==> src/rtl/wb_int_ctrl_if.sv <==
// Wishbone slave-slot bundle for wb_int_ctrl: strobe, write enable,
// word address, write/read data and the acknowledge pulse.
// The master modport is the intercon/bench side; the slave modport is the controller.
interface wb_int_ctrl_if;
  logic        STB;
  logic        WE;
  logic [1:0]  ADDR;
  logic [31:0] DAT_I;
  logic [31:0] DAT_O;
  logic        ACK;

  modport master (
    output STB,
    output WE,
    output ADDR,
    output DAT_I,
    input  DAT_O,
    input  ACK
  );

  modport slave (
    input  STB,
    input  WE,
    input  ADDR,
    input  DAT_I,
    output DAT_O,
    output ACK
  );
endinterface

==> src/rtl/wb_int_ctrl.sv <==
// wb_int_ctrl: Wishbone-slave interrupt controller.
// Latches N_SRC sources into PENDING (per-source level or rising-edge mode),
// gates them with MASK and drives a registered INT plus the CAUSE index of the
// lowest-numbered active source (source 0 has the highest priority).
// Register map (word address): 0 PENDING (W1C), 1 MASK, 2 EDGE, 3 STATUS (RO).
// Optional build macro WB_INT_CTRL_SYNC_EN inserts a 2-flop synchronizer on src
// for asynchronous sources (src->INT latency grows from 2 to 4 cycles).
module wb_int_ctrl #(
  parameter int          N_SRC    = 6,
  parameter int          CAUSE_W  = 32,
  parameter logic [31:0] MASK_RST = 32'hFFFF_FFFF,
  parameter logic [31:0] EDGE_RST = 32'h0000_0000
) (
  input  logic               clk,
  input  logic               RSTN,
  input  logic [N_SRC-1:0]   src,
  wb_int_ctrl_if.slave       bus,
  output logic               INT,
  output logic [CAUSE_W-1:0] CAUSE
);

  // Index of the lowest set bit; 0 when nothing is set.
  function automatic logic [4:0] lowest_set(input logic [N_SRC-1:0] v);
    logic [4:0] idx;
    idx = 5'd0;
    for (int i = N_SRC - 1; i >= 0; i--) begin
      if (v[i]) begin
        idx = 5'(i);
      end else begin
        idx = idx;
      end
    end
    return idx;
  endfunction

  logic [N_SRC-1:0] s_s;
  logic [N_SRC-1:0] src_q_r;
  logic [N_SRC-1:0] pending_r;
  logic [N_SRC-1:0] mask_r;
  logic [N_SRC-1:0] edge_r;
  logic             ack_r;
  logic [31:0]      dat_o_r;
  logic             int_r;
  logic [4:0]       cause_r;

  logic             wr_commit_s;
  logic [N_SRC-1:0] w1c_s;
  logic [N_SRC-1:0] pend_nxt_s;
  logic [N_SRC-1:0] act_s;
  logic [31:0]      rd_data_s;
  logic             unused_dat_s;

`ifdef WB_INT_CTRL_SYNC_EN
  logic [N_SRC-1:0] sync1_r;
  logic [N_SRC-1:0] sync2_r;

  // Two-flop synchronizer for sources that are asynchronous to clk.
  always_ff @(posedge clk) begin
    if (!RSTN) begin
      sync1_r <= {N_SRC{1'b0}};
      sync2_r <= {N_SRC{1'b0}};
    end else begin
      sync1_r <= src;
      sync2_r <= sync1_r;
    end
  end

  assign s_s = sync2_r;
`else
  assign s_s = src;
`endif

  // Upper write-data bits have no storage behind them.
  assign unused_dat_s = ^bus.DAT_I[31:N_SRC];

  // Bus decode, pending next-state, priority inputs and read mux.
  always_comb begin
    wr_commit_s = 1'b0;
    w1c_s       = {N_SRC{1'b0}};
    pend_nxt_s  = pending_r;
    act_s       = pending_r & mask_r;
    rd_data_s   = 32'd0;

    // A write commits on the edge that ends the ACK cycle.
    if (ack_r && bus.STB && bus.WE) begin
      wr_commit_s = 1'b1;
    end else begin
      wr_commit_s = 1'b0;
    end

    if (wr_commit_s && (bus.ADDR == 2'd0)) begin
      w1c_s = bus.DAT_I[N_SRC-1:0];
    end else begin
      w1c_s = {N_SRC{1'b0}};
    end

    // Edge bits: a new rising edge beats a simultaneous clear.
    // Level bits: simply follow the source, so W1C has no lasting effect.
    pend_nxt_s = (edge_r & ((s_s & ~src_q_r) | (pending_r & ~w1c_s)))
               | (~edge_r & s_s);

    case (bus.ADDR)
      2'd0:    rd_data_s = 32'(pending_r);
      2'd1:    rd_data_s = 32'(mask_r);
      2'd2:    rd_data_s = 32'(edge_r);
      2'd3:    rd_data_s = {int_r, 26'd0, cause_r};
      default: rd_data_s = 32'd0;
    endcase
  end

  // Source history, pending latch and the MASK/EDGE registers.
  always_ff @(posedge clk) begin
    if (!RSTN) begin
      src_q_r   <= {N_SRC{1'b0}};
      pending_r <= {N_SRC{1'b0}};
      mask_r    <= MASK_RST[N_SRC-1:0];
      edge_r    <= EDGE_RST[N_SRC-1:0];
    end else begin
      src_q_r   <= s_s;
      pending_r <= pend_nxt_s;
      if (wr_commit_s && (bus.ADDR == 2'd1)) begin
        mask_r <= bus.DAT_I[N_SRC-1:0];
      end
      if (wr_commit_s && (bus.ADDR == 2'd2)) begin
        edge_r <= bus.DAT_I[N_SRC-1:0];
      end
    end
  end

  // Wishbone acknowledge pulse and read-data capture (DAT_O holds when idle).
  always_ff @(posedge clk) begin
    if (!RSTN) begin
      ack_r   <= 1'b0;
      dat_o_r <= 32'd0;
    end else begin
      ack_r <= bus.STB & ~ack_r;
      if (bus.STB && !ack_r) begin
        dat_o_r <= rd_data_s;
      end
    end
  end

  // Registered interrupt request and cause index, always updated together.
  always_ff @(posedge clk) begin
    if (!RSTN) begin
      int_r   <= 1'b0;
      cause_r <= 5'd0;
    end else begin
      int_r   <= |act_s;
      cause_r <= lowest_set(act_s);
    end
  end

  assign bus.ACK   = ack_r;
  assign bus.DAT_O = dat_o_r;
  assign INT       = int_r;
  assign CAUSE     = CAUSE_W'(cause_r);

endmodule

==> src/flat_wrapper.sv <==
// flat-port wrapper written by rule: the top's interface ports become plain ports
module wb_int_ctrl_flat 
#(
  parameter int          N_SRC    = 6,
  parameter int          CAUSE_W  = 32,
  parameter logic [31:0] MASK_RST = 32'hFFFF_FFFF,
  parameter logic [31:0] EDGE_RST = 32'h0000_0000
)
  (clk, RSTN, src, INT, CAUSE, bus_STB, bus_WE, bus_ADDR, bus_DAT_I, bus_DAT_O, bus_ACK);
  wb_int_ctrl_if bus_i ();
  input  logic clk;
  input  logic RSTN;
  input  logic [N_SRC-1:0] src;
  output logic INT;
  output logic [CAUSE_W-1:0] CAUSE;
  input wire logic [$bits(bus_i.STB)-1:0] bus_STB;
  input wire logic [$bits(bus_i.WE)-1:0] bus_WE;
  input wire logic [$bits(bus_i.ADDR)-1:0] bus_ADDR;
  input wire logic [$bits(bus_i.DAT_I)-1:0] bus_DAT_I;
  output wire logic [$bits(bus_i.DAT_O)-1:0] bus_DAT_O;
  output wire logic [$bits(bus_i.ACK)-1:0] bus_ACK;
  assign bus_i.STB = bus_STB;
  assign bus_i.WE = bus_WE;
  assign bus_i.ADDR = bus_ADDR;
  assign bus_i.DAT_I = bus_DAT_I;
  assign bus_DAT_O = bus_i.DAT_O;
  assign bus_ACK = bus_i.ACK;
  wb_int_ctrl #(.N_SRC(N_SRC), .CAUSE_W(CAUSE_W), .MASK_RST(MASK_RST), .EDGE_RST(EDGE_RST)) u_core (.clk(clk), .RSTN(RSTN), .src(src), .bus(bus_i), .INT(INT), .CAUSE(CAUSE));
endmodule
==> config.mk <==
export PLATFORM = sky130hd
export DESIGN_NAME = wb_int_ctrl_flat
export DESIGN_NICKNAME = d
export VERILOG_FILES = /design/src/rtl/wb_int_ctrl_if.sv /design/src/rtl/wb_int_ctrl.sv /design/src/flat_wrapper.sv
export SDC_FILE = /design/constraint.sdc
export NUM_CORES = 1
export LEC_CHECK = 0
export BUFFER_PORTS_ARGS = -buffer_cell sky130_fd_sc_hd__clkbuf_2
export CORE_MARGIN = 2
export CORE_UTILIZATION = 30
export DETAILED_ROUTE_END_ITERATION = 7
export PLACE_DENSITY = 0.62
export SYNTH_ARGS = -nofsm -noshare
export SYNTH_HDL_FRONTEND = slang
export SYNTH_SLANG_ARGS = --single-unit
==> constraint.sdc <==
create_clock -name clk -period 1.2 [get_ports clk]
set_input_delay 0.06 -clock clk [delete_from_list [all_inputs] [get_ports clk]]
set_output_delay 0.06 -clock clk [all_outputs]
set_load 0.005 [all_outputs]
Word level (Yosys, flattened, before mapping)
Index checks and enable logic that the tools add are counted.

storage, ports and cells
  register bits after elaboration = 63
  latch bits = 0
  memory bits (writable) = 0
  memory bits (read-only) = 0
  input port bits = 44
  output and inout bits = 66
  word-level logic and storage cells = 48
  memories = 0

cells by class
  add/subtract/negate cells = 0
  multipliers = 0
  divide/modulo/power cells = 0
  magnitude comparators = 0
  equality and inequality tests = 3
  shift-type cells = 0
  muxes and demuxes = 8
  bitwise operators = 13
  reduce and logical (&&, ||, !) cells = 13

operator list
  kind                                                             number
  32-bit case mux with 4 select lines                              1
  6-bit AND                                                        5
  6-bit NOT                                                        3
  6-bit OR                                                         2
  6-bit OR reduction                                               2
  1-bit logical AND                                                6
  3-bit 2-to-1 mux                                                 2
  6-bit 2-to-1 mux                                                 1
  5-bit OR reduction                                               1
  2-bit == test, second input constant                             2
  2-bit 2-to-1 mux                                                 2
  3-bit OR reduction                                               1
  2-bit by 1-bit == test with 1-bit output, second input constant  1
  2-bit logical NOT                                                1
  1-bit 2-to-1 mux                                                 2
  1-bit NOT                                                        2
  2-bit OR reduction                                               1
  1-bit AND                                                        1
  1-bit logical NOT                                                1

Logic depth before layout (Yosys ltp)
Gate-level depths: netlist (run 1).

  word-level depth = 10
  gate-level depth with buffers = 5
  gate-level depth less buffers = 3

Worst setup path before layout (run 1)
OpenSTA, ideal clock, no wires.

  path kind = flip-flop to flip-flop
  start point = register u_core.ack_r, in the netlist u_core.bus.ACK
  end point = register u_core.mask_r[1]
  setup time = 0.140 ns
  data arrival time = 0.954 ns
  required time = 1.060 ns
  setup slack = 0.106 ns
  cell stages (with the launch flop) = 5
  path buffers = 1
  period minus slack after synthesis = 1.094 ns
  path through = dfxtp_1 nand4b_4 buf_6 o21ai_0 o311ai_1

between the ends
  word-level cells in the longest chain between the ends = 4

RTL lines
  what                             line                text
  from (decl)                      wb_int_ctrl.sv:41   logic ack_r;
  from (signal assigned)           wb_int_ctrl.sv:136  ack_r <= bus.STB & ~ack_r;
  1-bit logical AND (2 in series)  wb_int_ctrl.sv:85   if (ack_r && bus.STB && bus.WE) begin
  1-bit 2-to-1 mux                 wb_int_ctrl.sv:85
  1-bit logical AND                wb_int_ctrl.sv:121  if (wr_commit_s && (bus.ADDR == 2'd1)) begin
  to (signal assigned)             wb_int_ctrl.sv:116  mask_r <= MASK_RST[N_SRC-1:0];
  to (signal assigned)             wb_int_ctrl.sv:122  mask_r <= bus.DAT_I[N_SRC-1:0];
  to (decl)                        wb_int_ctrl.sv:39   logic [N_SRC-1:0] mask_r;

No other way between the ends.
A chain may end at the register's enable or synchronous reset.

Worst setup path in the final report (run 1)
  start point = register u_core.ack_r, in the netlist u_core.bus.ACK
  end point = register u_core.edge_r[5]

between the ends
  word-level cells in the longest chain between the ends = 4

RTL lines
  what                             line                text
  1-bit logical AND (2 in series)  wb_int_ctrl.sv:85
  1-bit 2-to-1 mux                 wb_int_ctrl.sv:85
  1-bit logical AND                wb_int_ctrl.sv:124  if (wr_commit_s && (bus.ADDR == 2'd2)) begin
  to (signal assigned)             wb_int_ctrl.sv:117  edge_r <= EDGE_RST[N_SRC-1:0];
  to (signal assigned)             wb_int_ctrl.sv:125  edge_r <= bus.DAT_I[N_SRC-1:0];
  to (decl)                        wb_int_ctrl.sv:40   logic [N_SRC-1:0] edge_r;

No other way between the ends.

==> run metrics, run 1 <==
vias in the first global route=1302; largest cells by area after synthesis=dfxtp_1 (37%), buf_4 (21%), nand2_1 (7.1%), mux2i_1 (4.6%), o21ai_0 (4.1%); Pint=1830 uW; hpwl dp=approximately 2800 um; CTS clk-pin slew, worst paths=0.07 ns; share of layout cells above drive strength 1=0.192; # diodes=0; critical path peak fanout=6; Ports=110; final hold viol count=0; Arr. time, crit path=1.36 ns; DR vias/cell=4.24; setup ws final=0.0513 ns; Die W=approximately 85 um; worst-skew pair later-pin latency=0.29 ns; Total Neg Setup Slack=0 ns; post-route ant nets=0; H-Tree Depth=2; Mapped Cells=around 220; critical path endpoint category=flip-flop; PortBufs=29; Leakage=approximately 0.00099 uW; Worst Clk Skew=0.00677 ns; Die Y=84.9 um; clk buf depth=2; synth warn=0; Initial DRC Count=between 50 and 60; number of flops mapped to enable cells by yosys=0; Gate power share=0.122; max-cap violation count=0; sequential cell area fraction in the yosys report=0.367; via count=1434; Clock Root Buffer=clkbuf_8; startpoint type of the worst setup path=flip-flop; Hold Path Depth=2; Post-CTS Setup Bufs=0; final total power=2470 uW; Reg-to-Reg End=u_core.edge_r[5]$_SDFFE_PN0P_; worst hold endpoint=u_core.src_q_r[2]$_SDFF_PN0_; crit path kind=reg2reg; RSZ-0062 raised after global routing=false; critical-path cell list=buf_4 -> and4_4 -> mux2i_1; Synth top cells by count=buf_4 (56), nand2_1 (37), dfxtp_1 (36); row count=29; Setup WS pre-CTS=0.0437 ns; Mean Syn Cell Area=a little under 9 um2; sequential share of power=0.518; Tmin final=1.15 ns; Layout fillers=678; largest net degree at the start of global routing=24; Synth area leader=dfxtp_1; fmax=871 MHz; Starting Density=0.309; core area=6350 um2; Syn Std Cell Area=1960 um2; sw frac=0.258; Yosys cell types=30; clock buffers created by TritonCTS=5; GR Util All Layers=0.107; CTS tree=done; CP max stage delay=0.40 ns; Layout Nets=between 300 and 400; global-route wire length before repair=6130 um; Power Dens Cells=approximately 1200 nW/um2; worst path bufs/invs=1; placer congestion estimate=0.758; # clock sinks=36; Final Setup Violations=0; initial antenna violation count=0; Final Util=0.335; outcome=complete, no violations; footprint of the multi-input gates=953 um2; Synth Register Bits=36; Worst Hold Class=in2reg; cells on worst reg2reg path=3; WL/cell=about 11 um; period utilisation layout=0.957; Layout area overhead=8.55%; top-count cell post-synth=buf_4; drt total wl=roughly 3800 um; Reg2Reg Setup Slack=0.05 ns; area share of the largest cell type after synthesis=0.367; Reg area=just over 700 um2; Clock power frac=0.360; asr flop ratio synth=0; Hold WS=0.000115 ns; Hold Crit Start=src[2]; Initial DRT Pass Iterations=4; pins over their slew limit=0; Critical Path RT=1.41 ns; Sw Pwr=637 uW; reg2reg start=u_core.bus.ACK$_SDFF_PN0_; CP max stage cell=dfxtp_2; drt drc=0; die area=7200 um2; Peak supply drop=roughly 0.00063 V; main flop type after synthesis=dfxtp_1; total grt overflow=0; top cell family by delay on the critical path=flip-flops
[final cells by class]
type | instances | area share
clock buffers | 6 | 0.0388
clock inverters | 2 | 0.00470
inverters | 8 | 0.0141
multi-input cells | 169 | 0.448
flip-flops and latches | 36 | 0.339
well taps | 77 | 0.0452
repair buffers | 40 | 0.110
[worst register-to-register path: stages (launching register included)]
cell and delay [ns]:
dfxtp_2 0.40, buf_4 0.15, and4_4 0.30, mux2i_1 0.22
[repair_timing]
| item | in CTS | in global routing |
|---|---|---|
| endpoints found under the hold margin | 3 | 0 |
| resized for setup | 0 | 3 |
| hold buffers | 3 | 0 |
| endpoints found under the setup margin | 0 | 6 |
[stage by stage]
stage / instance area [um2] / cells
2_1_floorplan: 2160 / 277
3_3_place_gp: 1980 / 326
3_5_place_dp: 1980 / 326
4_1_cts: 2100 / 337
5_1_grt: 2130 / 338
6_report: 2130 / 338
[placed cells by master (no fill, tap or decap), types with 2 or more instances in the layout]
cell type / n
nand3_1: 7
nor3_1: 6
clkbuf_2: 29
clkinv_2: 2
mux2i_1: 9
o21ai_0: 15
conb_1: 54
nor2_1: 2
a22oi_1: 2
mux4_1: 3
inv_1: 8
nand2_1: 37
a21oi_1: 7
o311ai_0: 2
dlygate4sd3_1: 3
o311ai_1: 4
buf_4: 8
and2_1: 6
clkbuf_8: 6
dfxtp_1: 35
a2bb2oi_1: 3
nand4b_4: 2
[layer usage]
metal / GRT usage / share of wire
met5: 0 / 0
met4: 0.0476 / 0.022
met3: 0.0447 / 0.077
met2: 0.154 / 0.41
met1: 0.141 / 0.49
[power by group through the flow]
stage,clock network [uW],registers (uW),logic (uW)
4_1_cts,917,1280,295
3_3_place_gp,0,1300,282
5_1_grt,974,1280,347
6_report,887,1280,301
3_5_place_dp,0,1300,286
2_1_floorplan,0,1300,315
[worst max path at each step]
stage	startpoint	end	cells after the start
2_1_floorplan	u_core.bus.ACK$_SDFF_PN0_	u_core.mask_r[1]$_SDFFE_PN1P_	4
3_3_place_gp	bus_ADDR[1]	u_core.bus.DAT_O[0]$_SDFFE_PN0P_	4
3_5_place_dp	bus_ADDR[1]	u_core.bus.DAT_O[1]$_SDFFE_PN0P_	4
4_1_cts	u_core.bus.ACK$_SDFF_PN0_	u_core.edge_r[5]$_SDFFE_PN0P_	3
5_1_grt	u_core.pending_r[0]$_SDFF_PN0_	u_core.cause_r[2]$_SDFF_PP0_	3
6_report	u_core.bus.ACK$_SDFF_PN0_	u_core.edge_r[5]$_SDFFE_PN0P_	3
[kinds of logic (layout without fill, tap and decap cells)]
group                  after synthesis  after routing  synth area share
muxes                               12             12            0.0861
DFF                                 36             36             0.367
AOI/OAI and AO/OA                   37             37             0.119
buffers and inverters               73             56             0.260
other                                1             54           0.00191
and+or+nand+nor                     65             66             0.165
[sequential cells by signal (all words and copies together), names as in the netlist]
name and cells:
u_core.bus.DAT_O 7, u_core.edge_r 6, u_core.mask_r 6, u_core.pending_r 6, u_core.src_q_r 6, u_core.cause_r 3, u_core.INT 1, u_core.bus.ACK 1
Note: power is estimated with default switching activity, not from simulation.
==> run 2: changes to the inputs <==
--- a/config.mk
+++ b/config.mk
@@ -7,9 +7,9 @@
 export LEC_CHECK = 0
 export BUFFER_PORTS_ARGS = -buffer_cell sky130_fd_sc_hd__clkbuf_2
 export CORE_MARGIN = 2
-export CORE_UTILIZATION = 30
+export CORE_UTILIZATION = 44
 export DETAILED_ROUTE_END_ITERATION = 7
-export PLACE_DENSITY = 0.62
+export PLACE_DENSITY = 0.84
 export SYNTH_ARGS = -nofsm -noshare
 export SYNTH_HDL_FRONTEND = slang
 export SYNTH_SLANG_ARGS = --single-unit
==> run 2 against run 1 <==
Effect of this change: combinational power down 6%; worst setup slack better by 0.039 ns; sequential share of layout area up 1.1 points; clock skew down 0.0058 ns; clock power down 0.5%; register-to-register slack better by 0.04 ns; first-iteration DRC count up 47%.
==> run metrics, run 2 (synthesized netlist as in run 1, its figures left out) <==
initial antenna violation count=0 (unchanged); critical-path cell list=buf_4 -> and4_4 -> mux2i_1; Worst Clk Skew=0.00101 ns (-0.00576 ns); Peak supply drop=0.000386 V (-39%); period utilisation layout=0.924 (-0.0328); CTS tree=done; RSZ-0062 raised after global routing=false; via count=1445 (+0.77%); max-cap violation count=0 (unchanged); fmax=901 MHz (+3.5%); global-route wire length before repair=5200 um (-15%); Arr. time, crit path=1.33 ns (-0.03 ns); total grt overflow=0 (unchanged); CP max stage cell=dfxtp_2; pins over their slew limit=0 (unchanged); vias in the first global route=1196 (-8.1%); Total Neg Setup Slack=0 ns (unchanged); CTS clk-pin slew, worst paths=0.07 ns (about the same); post-route ant nets=0 (unchanged); Power Dens Cells=1190 nW/um2 (+2.3%); # diodes=0 (unchanged); crit path kind=reg2reg; top cell family by delay on the critical path=flip-flops; Ports=110 (unchanged); GR Util All Layers=0.132 (+0.0249); Layout Nets=301 (-0.99%); Die W=70.8 um (-17%); DR vias/cell=4.66 (+9.9%); clk buf depth=2 (unchanged); die area=5010 um2 (-30%); drt drc=0 (unchanged); share of layout cells above drive strength 1=0.178 (-0.0133); startpoint type of the worst setup path=flip-flop; Routed met3 length=270 um (-7.5%); most frequent cells in the layout=conb_1 (54), nand2_1 (37), dfxtp_1 (35), clkbuf_2 (29), o21ai_0 (16); PortBufs=29 (unchanged); # clock sinks=36 (unchanged); Clock Root Buffer=clkbuf_8; WL/cell=11.1 um (-0.50%); Layout area overhead=5.10%; largest net degree at the start of global routing=30 (+25%); Critical Path RT=1.42 ns (about the same); Worst Hold Class=in2reg; core area=4320 um2 (-32%); CP max stage delay=0.39 ns (about the same); drt total wl=3440 um (-8.7%); most common cell after layout, fill and taps aside=conb_1; row count=24 (-17%); critical path endpoint category=flip-flop; met2 WL post-DR=1600 um (+2.4%); worst path bufs/invs=1 (unchanged); H-Tree Depth=2 (unchanged); critical path peak fanout=6 (unchanged); placer congestion estimate=0.792 (+4.5%); outcome=complete, no violations; Final Util=0.477 (+0.141); clock buffers created by TritonCTS=5 (unchanged); final hold viol count=0 (unchanged); Tmin final=1.11 ns (-0.0393 ns); hpwl dp=2520 um (-8.9%); Leakage=0.000964 uW (-2.6%); Final Setup Violations=0 (unchanged); max FFs per register=7 (unchanged); Starting Density=0.454 (+0.145); metal1 wirelength=1490 um (-19%); Initial DRC Count=75 (+47%); Die Y=70.8 um (-17%); Reg2Reg Setup Slack=0.09 ns (+0.04 ns); max layer used=met4; Initial DRT Pass Iterations=4 (unchanged); worst-skew pair later-pin latency=0.29 ns (about the same)
-- run 2: cell types whose count changed in the layout (fill, tap and decap cells not counted) --
cell           delta
nand4b_2          +1
o21ai_1           -1
clkinv_2          -2
nand4b_4          -1
clkbuf_1          +2
o21ai_0           +1
buf_4             -2
dlygate4sd3_1     -1
-- run 2: stage by stage --
step	area [um2]	power [uW]	hold WS [ns]	instances	setup WS [ns]
4_1_cts	2040	2460	0.000959	308	0.0497
6_report	2060	2440	0.00257	310	0.0906
5_1_grt	2060	2540	0.00399	310	0.0106
3_3_place_gp	1930	1570	0.292	298	0.0912
2_1_floorplan	2160	1610	0.202	277	0.106
3_5_place_dp	1930	1580	0.299	298	0.0620
-- run 2: worst paths after layout --
path,depth (start not counted),start,end
min,2,src[1],u_core.src_q_r[1]$_SDFF_PN0_
min reg2reg,2,u_core.bus.DAT_O[2]$_SDFFE_PN0P_,u_core.bus.DAT_O[2]$_SDFFE_PN0P_
max reg2reg,3,u_core.bus.ACK$_SDFF_PN0_,u_core.edge_r[3]$_SDFFE_PN0P_
max,3,u_core.bus.ACK$_SDFF_PN0_,u_core.edge_r[3]$_SDFFE_PN0P_
-- run 2: layout make-up --
cell class / count / area (um2)
clock buffer: 8 / 90.1
fill: 443 / 2260
inverter: 8 / 30.0
multi-input combinational: 169 / 945
sequential: 36 / 722
tap: 52 / 65.1
timing repair buffer: 37 / 210
-- run 2: report_power, final --
part	internal [uW]	switching [uW]	total, uW
Sequential	1250	31.8	1280
Clock	468	415	883
Combinational	117	166	284
-- run 2: layer usage --
metal | track usage | vias to the layer above
met5 | 0 | -
met4 | 0.0692 | 0
met3 | 0.0413 | 7
met2 | 0.206 | 59
met1 | 0.164 | 659
li1 | - | 720
-- run 2: what timing repair did --
| action | in CTS | in global routing |
|---|---|---|
| endpoints found under the setup margin | 0 | 7 |
| hold buffers | 2 | 0 |
| setup buffers | 0 | 1 |
| resized for setup | 0 | 1 |
| hold endpoints to repair | 2 | 0 |
